File: src/rtl/button_event_decoder.sv
// button_event_decoder
//
// Classifies debounced key actions as short press, double press or long press.
// The debounced level changes on a divided clock edge, so it is resynchronised
// to CLOCK. The resynchronised level is normalised so that 1 always means
// "pressed".
//
// Optional feature macro: BTN_AUTO_REPEAT_EN
//   defined   -> REPEATP pulses every RPT_CYC cycles while in the long-hold state
//   undefined -> no repeat timer; REPEATP tied to 0
//
// Ports
//   CLOCK    in   main clock, all logic on posedge
//   NRESET   in   asynchronous active-low reset
//   SWITCHI  in   debounced key level
//   PRESSED  out  synchronised, polarity-normalised key level (1 = pressed)
//   SHORTP   out  1-cycle pulse: single short press completed
//   DOUBLEP  out  1-cycle pulse: double press completed
//   LONGP    out  1-cycle pulse: press reached LONG_CYC
//   HOLD     out  high while in the long-hold state
//   REPEATP  out  1-cycle auto-repeat pulse while held
module button_event_decoder #(
  parameter bit          ACTIVE_LOW = 1'b1,
  parameter int unsigned CNT_W      = 26,
  parameter int unsigned LONG_CYC   = 25_000_000,
  parameter int unsigned DBL_CYC    = 12_500_000,
  parameter int unsigned RPT_CYC    = 5_000_000
) (
  input  logic CLOCK,
  input  logic NRESET,
  input  logic SWITCHI,
  output logic PRESSED,
  output logic SHORTP,
  output logic DOUBLEP,
  output logic LONGP,
  output logic HOLD,
  output logic REPEATP
);

  localparam logic [CNT_W-1:0] LongLast = CNT_W'(LONG_CYC - 1);
  localparam logic [CNT_W-1:0] DblLast  = CNT_W'(DBL_CYC - 1);

  typedef enum logic [2:0] {
    StIdle,
    StPress1,
    StGap,
    StPress2,
    StLong
  } state_e;

  state_e           state_q;
  logic             sync_q;
  logic [CNT_W-1:0] timer_q;

  // Sync chain, classification FSM and registered event outputs.
  // The sync chain resets to the normalised released level (0).
  always_ff @(posedge CLOCK or negedge NRESET) begin
    if (!NRESET) begin
      sync_q  <= 1'b0;
      PRESSED <= 1'b0;
      state_q <= StIdle;
      timer_q <= '0;
      SHORTP  <= 1'b0;
      DOUBLEP <= 1'b0;
      LONGP   <= 1'b0;
      HOLD    <= 1'b0;
    end else begin
      sync_q  <= SWITCHI ^ ACTIVE_LOW;
      PRESSED <= sync_q;

      SHORTP  <= 1'b0;
      DOUBLEP <= 1'b0;
      LONGP   <= 1'b0;

      // Saturating count; any state change below overrides with a clear.
      timer_q <= (&timer_q) ? timer_q : timer_q + 1'b1;

      unique case (state_q)
        StIdle: begin
          if (PRESSED) begin
            state_q <= StPress1;
            timer_q <= '0;
          end
        end
        StPress1: begin
          // Timeout is checked before release so a same-cycle release still
          // classifies as a long press.
          if (timer_q == LongLast) begin
            state_q <= StLong;
            timer_q <= '0;
            LONGP   <= 1'b1;
            HOLD    <= 1'b1;
          end else if (!PRESSED) begin
            state_q <= StGap;
            timer_q <= '0;
          end
        end
        StGap: begin
          // A press arriving on the timeout cycle still forms a double press.
          if (PRESSED) begin
            state_q <= StPress2;
            timer_q <= '0;
          end else if (timer_q == DblLast) begin
            state_q <= StIdle;
            timer_q <= '0;
            SHORTP  <= 1'b1;
          end
        end
        StPress2: begin
          if (!PRESSED) begin
            state_q <= StIdle;
            timer_q <= '0;
            DOUBLEP <= 1'b1;
          end
        end
        StLong: begin
          if (!PRESSED) begin
            state_q <= StIdle;
            timer_q <= '0;
            HOLD    <= 1'b0;
          end
        end
        default: begin
          state_q <= StIdle;
          timer_q <= '0;
          HOLD    <= 1'b0;
        end
      endcase
    end
  end

`ifdef BTN_AUTO_REPEAT_EN
  localparam logic [CNT_W-1:0] RptLast = CNT_W'(RPT_CYC - 1);

  logic [CNT_W-1:0] rpt_q;

  // Held at 0 outside the long-hold state, so it starts from 0 on entry and
  // a release stops the repeat on the very cycle it is seen.
  always_ff @(posedge CLOCK or negedge NRESET) begin
    if (!NRESET) begin
      rpt_q   <= '0;
      REPEATP <= 1'b0;
    end else begin
      REPEATP <= 1'b0;
      if (state_q == StLong && PRESSED) begin
        if (rpt_q == RptLast) begin
          rpt_q   <= '0;
          REPEATP <= 1'b1;
        end else begin
          rpt_q <= rpt_q + 1'b1;
        end
      end else begin
        rpt_q <= '0;
      end
    end
  end
`else
  assign REPEATP = 1'b0;

  // RPT_CYC has no effect without auto-repeat; referenced here only so the
  // parameter is not reported as unused.
  if (RPT_CYC == 0) begin : g_rpt_unused
  end
`endif

endmodule

File: config.mk
export PLATFORM = sky130hd
export DESIGN_NAME = button_event_decoder
export DESIGN_NICKNAME = d
export VERILOG_FILES = /design/src/rtl/button_event_decoder.sv
export SDC_FILE = /design/constraint.sdc
export NUM_CORES = 1
export LEC_CHECK = 0
export CAP_MARGIN = 20
export CORE_ASPECT_RATIO = 1.5
export CORE_MARGIN = 2
export CORE_UTILIZATION = 25
export CTS_CLUSTER_DIAMETER = 100
export CTS_CLUSTER_SIZE = 30
export DETAILED_ROUTE_END_ITERATION = 8
export PLACE_DENSITY = 0.45
export SLEW_MARGIN = 5
export SYNTH_ARGS = -nofsm -noshare
export SYNTH_HDL_FRONTEND = slang
export SYNTH_SLANG_ARGS = --single-unit
File: constraint.sdc
create_clock -name CLOCK -period 3.1 [get_ports CLOCK]
set_input_delay 0.465 -clock CLOCK [delete_from_list [all_inputs] [get_ports CLOCK]]
set_output_delay 0.465 -clock CLOCK [all_outputs]
set_load 0.005 [all_outputs]
Word-level counts from Yosys, hierarchy flattened. Cells that the tools add are included.

Mux-type cells: 24. Reductions and logical operators: 6. Equal/unequal tests: 12. Bitwise gates (word level): 2. Add/sub/neg operators: 1.

Operators by type and width (count): two-way mux 26 bit (6); case mux 26 bit (4 select lines) (1); adder 26 x 1 -> 26 bit (second input constant) (1); == test 26 x 24 -> 1 bit (second input constant) (1); == test 26 x 25 -> 1 bit (second input constant) (1); AND reduction 26 bit (1); two-way mux 3 bit (6); case mux 3 bit (4 select lines) (1); two-way mux 1 bit (9); != test 2 bit (second input constant) (4); == test 3 x 2 -> 1 bit (second input constant) (2); != test 3 bit (second input constant) (2); AND reduction 4 bit (1); == test 3 x 1 -> 1 bit (second input constant) (1); == test 3 bit (second input constant) (1); zero test 3 bit (1); case mux 1 bit (3 select lines) (1); AND reduction 3 bit (1); OR reduction 3 bit (1); inverter 1 bit (2); OR reduction 2 bit (1).

Logic and storage cells: 53. Bits in registers: 35. Bits of input ports: 3.

Longest topological paths before layout.
Depth in word-level cells: 5. Mapped depth: 7. Gate-level depth less buffers: 6.

Worst setup path after synthesis. OpenSTA, ideal clock, no wires.

Kind: register to register. From: register timer_q[0]. To: register timer_q[6]. Arrival: 2.640 ns. Slack: 0.342 ns. Library setup time: 0.119 ns. Path buffers: 1. Clock period less this slack: 2.758 ns. Data required time: 2.981 ns. Stages on the path, launching flop included: 8. Path through: dfrtp_1 ha_1 or4bb_1 or4_1 or4_4 a211oi_4 buf_6 nor2_1.

Longest elaborated chain between the ends: 5.

RTL lines: from (decl) (RTL line 53) `logic [CNT_W-1:0] timer_q;`; from (signal assigned) (RTL line 76) `timer_q <= (&timer_q) ? timer_q : timer_q + 1'b1;`; adder 26 x 1 -> 26 bit or AND reduction 26 bit (tied branches) (RTL line 76); two-way mux 26 bit (RTL line 76); two-way mux 26 bit, on equally long branches; two-way mux 26 bit, on equally long branches (RTL line 100, 88); case mux 26 bit (4 select lines) (*) (RTL line 78) `unique case (state_q)`.

Every way passes the cells marked *; elsewhere a longest branch is shown, timed or not. A chain may end at the register's enable or synchronous reset.

Worst setup path in the final report.
From: register timer_q[0]. To: register timer_q[2].

The elaborated chain is that of the path after synthesis.

==> flow_summary.json <==
{
  "status": "finished clean",
  "synth_area_leaders": "dfrtp_1, nor2_1, xnor2_1, nand4_1, a21oi_1",
  "area_growth_pct": 13.2,
  "seq_power_share": 0.471,
  "async_flop_share": 1.00,
  "route.vias.total": 1597,
  "pwr-share-clk": 0.462,
  "synthAdderAreaFrac": 0.00633,
  "cts_buffer_depth": 2,
  "critPathBufInv": 1,
  "min_period_ns": 2.85,
  "tightest_slew_ns": 0.822,
  "rsz0062_at_grt": "no",
  "relSlewSlack": 0.452,
  "rows": 39,
  "antenna_cells": 0,
  "p_sw_frac": 0.233,
  "synth.area.mux_share": 0.0101,
  "internal_power_uw": 793,
  "hpwl_um": 3450,
  "synthCells": 211,
  "fin_tns_setup_ns": 0,
  "fp.dieW_um": 76.6,
  "port_buffers": 7,
  "synth_seq_cells": 35,
  "netlist_area_sq_mm": 0.00198,
  "core-area_sq_mm": 0.00766,
  "hold_buffers": 0,
  "pre_cts_ws_ns": 0.256,
  "p_switching_uw": 241,
  "clock_sinks": 35,
  "setup_viol": 0,
  "hold_class": "in2async",
  "drtPass1Iterations": 4,
  "die_height_um": 113,
  "dieArea_sq_mm": 0.00864,
  "clkSlewWorstSetupHoldPaths_ns": 0.06,
  "reg2reg_slack_ns": 0.25,
  "htree_levels": 2,
  "slowest_delay_ns": 0.52,
  "yosys.area.top_type_share": 0.443,
  "worstSetupStartpoint": "timer_q[0]",
  "synth_top_flop_cell": "dfrtp_1",
  "fin_worst_skew_ns": 0.00609,
  "synth-xor-area-share": 0.0665,
  "p_per_area_mw_per_mm2": 462,
  "synth_fp_nets": 215,
  "synth_cell_type_count": 47,
  "wl_per_cell_um": 15.1,
  "grt_usage": 0.121,
  "crit_chain": "ha_1, or4bb_1, or4_1, or4_4, a211oi_4, buf_4, nor3_1",
  "drt_iter0_drc": 63,
  "fmax_mhz": 351,
  "slew_violations": 0,
  "viasPerCell": 4.98,
  "worst_setup_path_end_kind": "flop",
  "crit_type": "reg2reg",
  "fin_crit_sh": 0.920,
  "ctsRootBufferMaster": "clkbuf_16",
  "synth_compound_area_frac": 0.106,
  "p_comb_frac": 0.067,
  "synth-seq-area-share": 0.443,
  "num_io_pins": 9,
  "cp.required_ns": 3.26,
  "peakVddDrop_v": 0.000177,
  "overflow": 0,
  "critPathTopFamily": "simple AND/OR/NAND/NOR gates",
  "hold_viol": 0,
  "ctsResizeCount": 0,
  "final_nets": 222,
  "arrival_ns": 3.01,
  "start_kind": "flop",
  "cts_tree": "done",
  "cts_setup_buffers": 0,
  "synth_top_family_by_area": "simple AND/OR/NAND/NOR gates",
  "ant_nets": 0,
  "gp_congestion": 0.748,
  "grt_pass1_wl_um": 8260,
  "wl_um": 4840,
  "worst_slack_ns": 0.249,
  "yosys.area.top_type": "dfrtp_1",
  "r2r-start": "timer_q[0]",
  "grt_pass1_vias": 1611,
  "antenna_found_initial": 0,
  "syn_avg_cell_area_sq_um": 9.36,
  "leakage_nw": 0.830,
  "clk_latency_ns": 0.28,
  "grt_max_degree": 36,
  "start_util": 0.258,
  "drv_cap": 0,
  "cp_max_fo": 16,
  "drive_gt1_frac": 0.110,
  "synth-edff-count": 0,
  "cp_slowest_cell": "or4_1",
  "cts_inserted_buffers": 5,
  "ys_warn_count": 0,
  "synth-simple-area-share": 0.304,
  "drc": 0
}
[layout make-up]
type | count | area, sq um
Inverter | 6 | 22.5
Clock buffer | 7 | 133
Timing Repair Buffer | 11 | 95.1
Tap cell | 102 | 128
Fill cell | 838 | 5430
Sequential cell | 35 | 876
Clock inverter | 1 | 5.00
Multi-Input combinational cell | 159 | 977
[logic make-up (layout without fill, tap and decap cells)]
group | Yosys count | after routing
simple gates | 108 | 108
flops | 35 | 35
compound gates | 32 | 32
buf+inv | 17 | 25
xor+xnor | 15 | 15
mux | 2 | 2
fa+ha+maj | 1 | 1
other cells | 1 | 1
[cells in the final DEF, fill, tap and decap left out, types with 3 or more instances in the layout]
cell	count
clkdlybuf4s50_1	6
and3_1	3
or4_1	6
or3_2	3
o21ai_0	7
nand2_1	16
nor2_1	22
dfrtp_1	35
nor4_1	7
nand4_1	11
buf_4	4
nor3_1	5
or3_1	5
xnor2_1	9
a21oi_1	12
nand3_1	11
xor2_1	6
clkbuf_16	5
inv_1	6
a211oi_1	3
nor2_2	3
[metrics by stage]
step	hold WS (ns)	instances	utilization	total power, mW	area (sq um)
2_1_floorplan	0.169	211	-	0.561	1980
3_3_place_gp	0.344	313	0.274	0.565	2100
3_5_place_dp	0.343	313	0.274	0.565	2100
6_report	0.277	321	0.292	1.03	2240
5_1_grt	0.360	321	0.292	1.08	2240
4_1_cts	0.315	321	0.292	1.05	2240
[power by group through the flow]
| stage | registers [mW] | logic (mW) | clock network (mW) |
|---|---|---|---|
| after global placement | 0.495 | 0.0704 | 0 |
| after detailed placement | 0.495 | 0.0707 | 0 |
| after floorplan | 0.486 | 0.0753 | 0 |
| after global routing | 0.489 | 0.0799 | 0.509 |
| after CTS | 0.487 | 0.0708 | 0.495 |
| final | 0.487 | 0.0690 | 0.477 |
[sequential cells by signal, summed over array words and instances, names as in the netlist]
name and count:
state_q 3, sync_q 1, PRESSED 1, SHORTP 1, LONGP 1, HOLD 1, timer_q 26, DOUBLEP 1
[per-layer routing]
layer | part of all wire | global-route usage
met1 | 0.42 | 0.140
met2 | 0.53 | 0.215
met3 | 0.020 | 0.0207
met4 | 0.030 | 0.0594
met5 | 0 | 0
[cells in the mapped netlist, types with 6 or more instances]
library cell / number
nand3_1: 11
nand2_1: 16
dfrtp_1: 35
inv_1: 6
xnor2_1: 9
nand4_1: 11
xor2_1: 6
nor4_1: 7
or4_1: 6
o21ai_0: 7
nor2_1: 22
a21oi_1: 12
[worst paths after layout]
kind                          endpoint  cells after the start
setup / recovery            timer_q[2]                      7
hold / removal             timer_q[11]                      1
setup reg to reg            timer_q[2]                      7
hold reg to reg                PRESSED                      0
max in group asynchronous   timer_q[8]                      1
min in group CLOCK             PRESSED                      0
No activity file was read; power rests on OpenSTA's default activity.
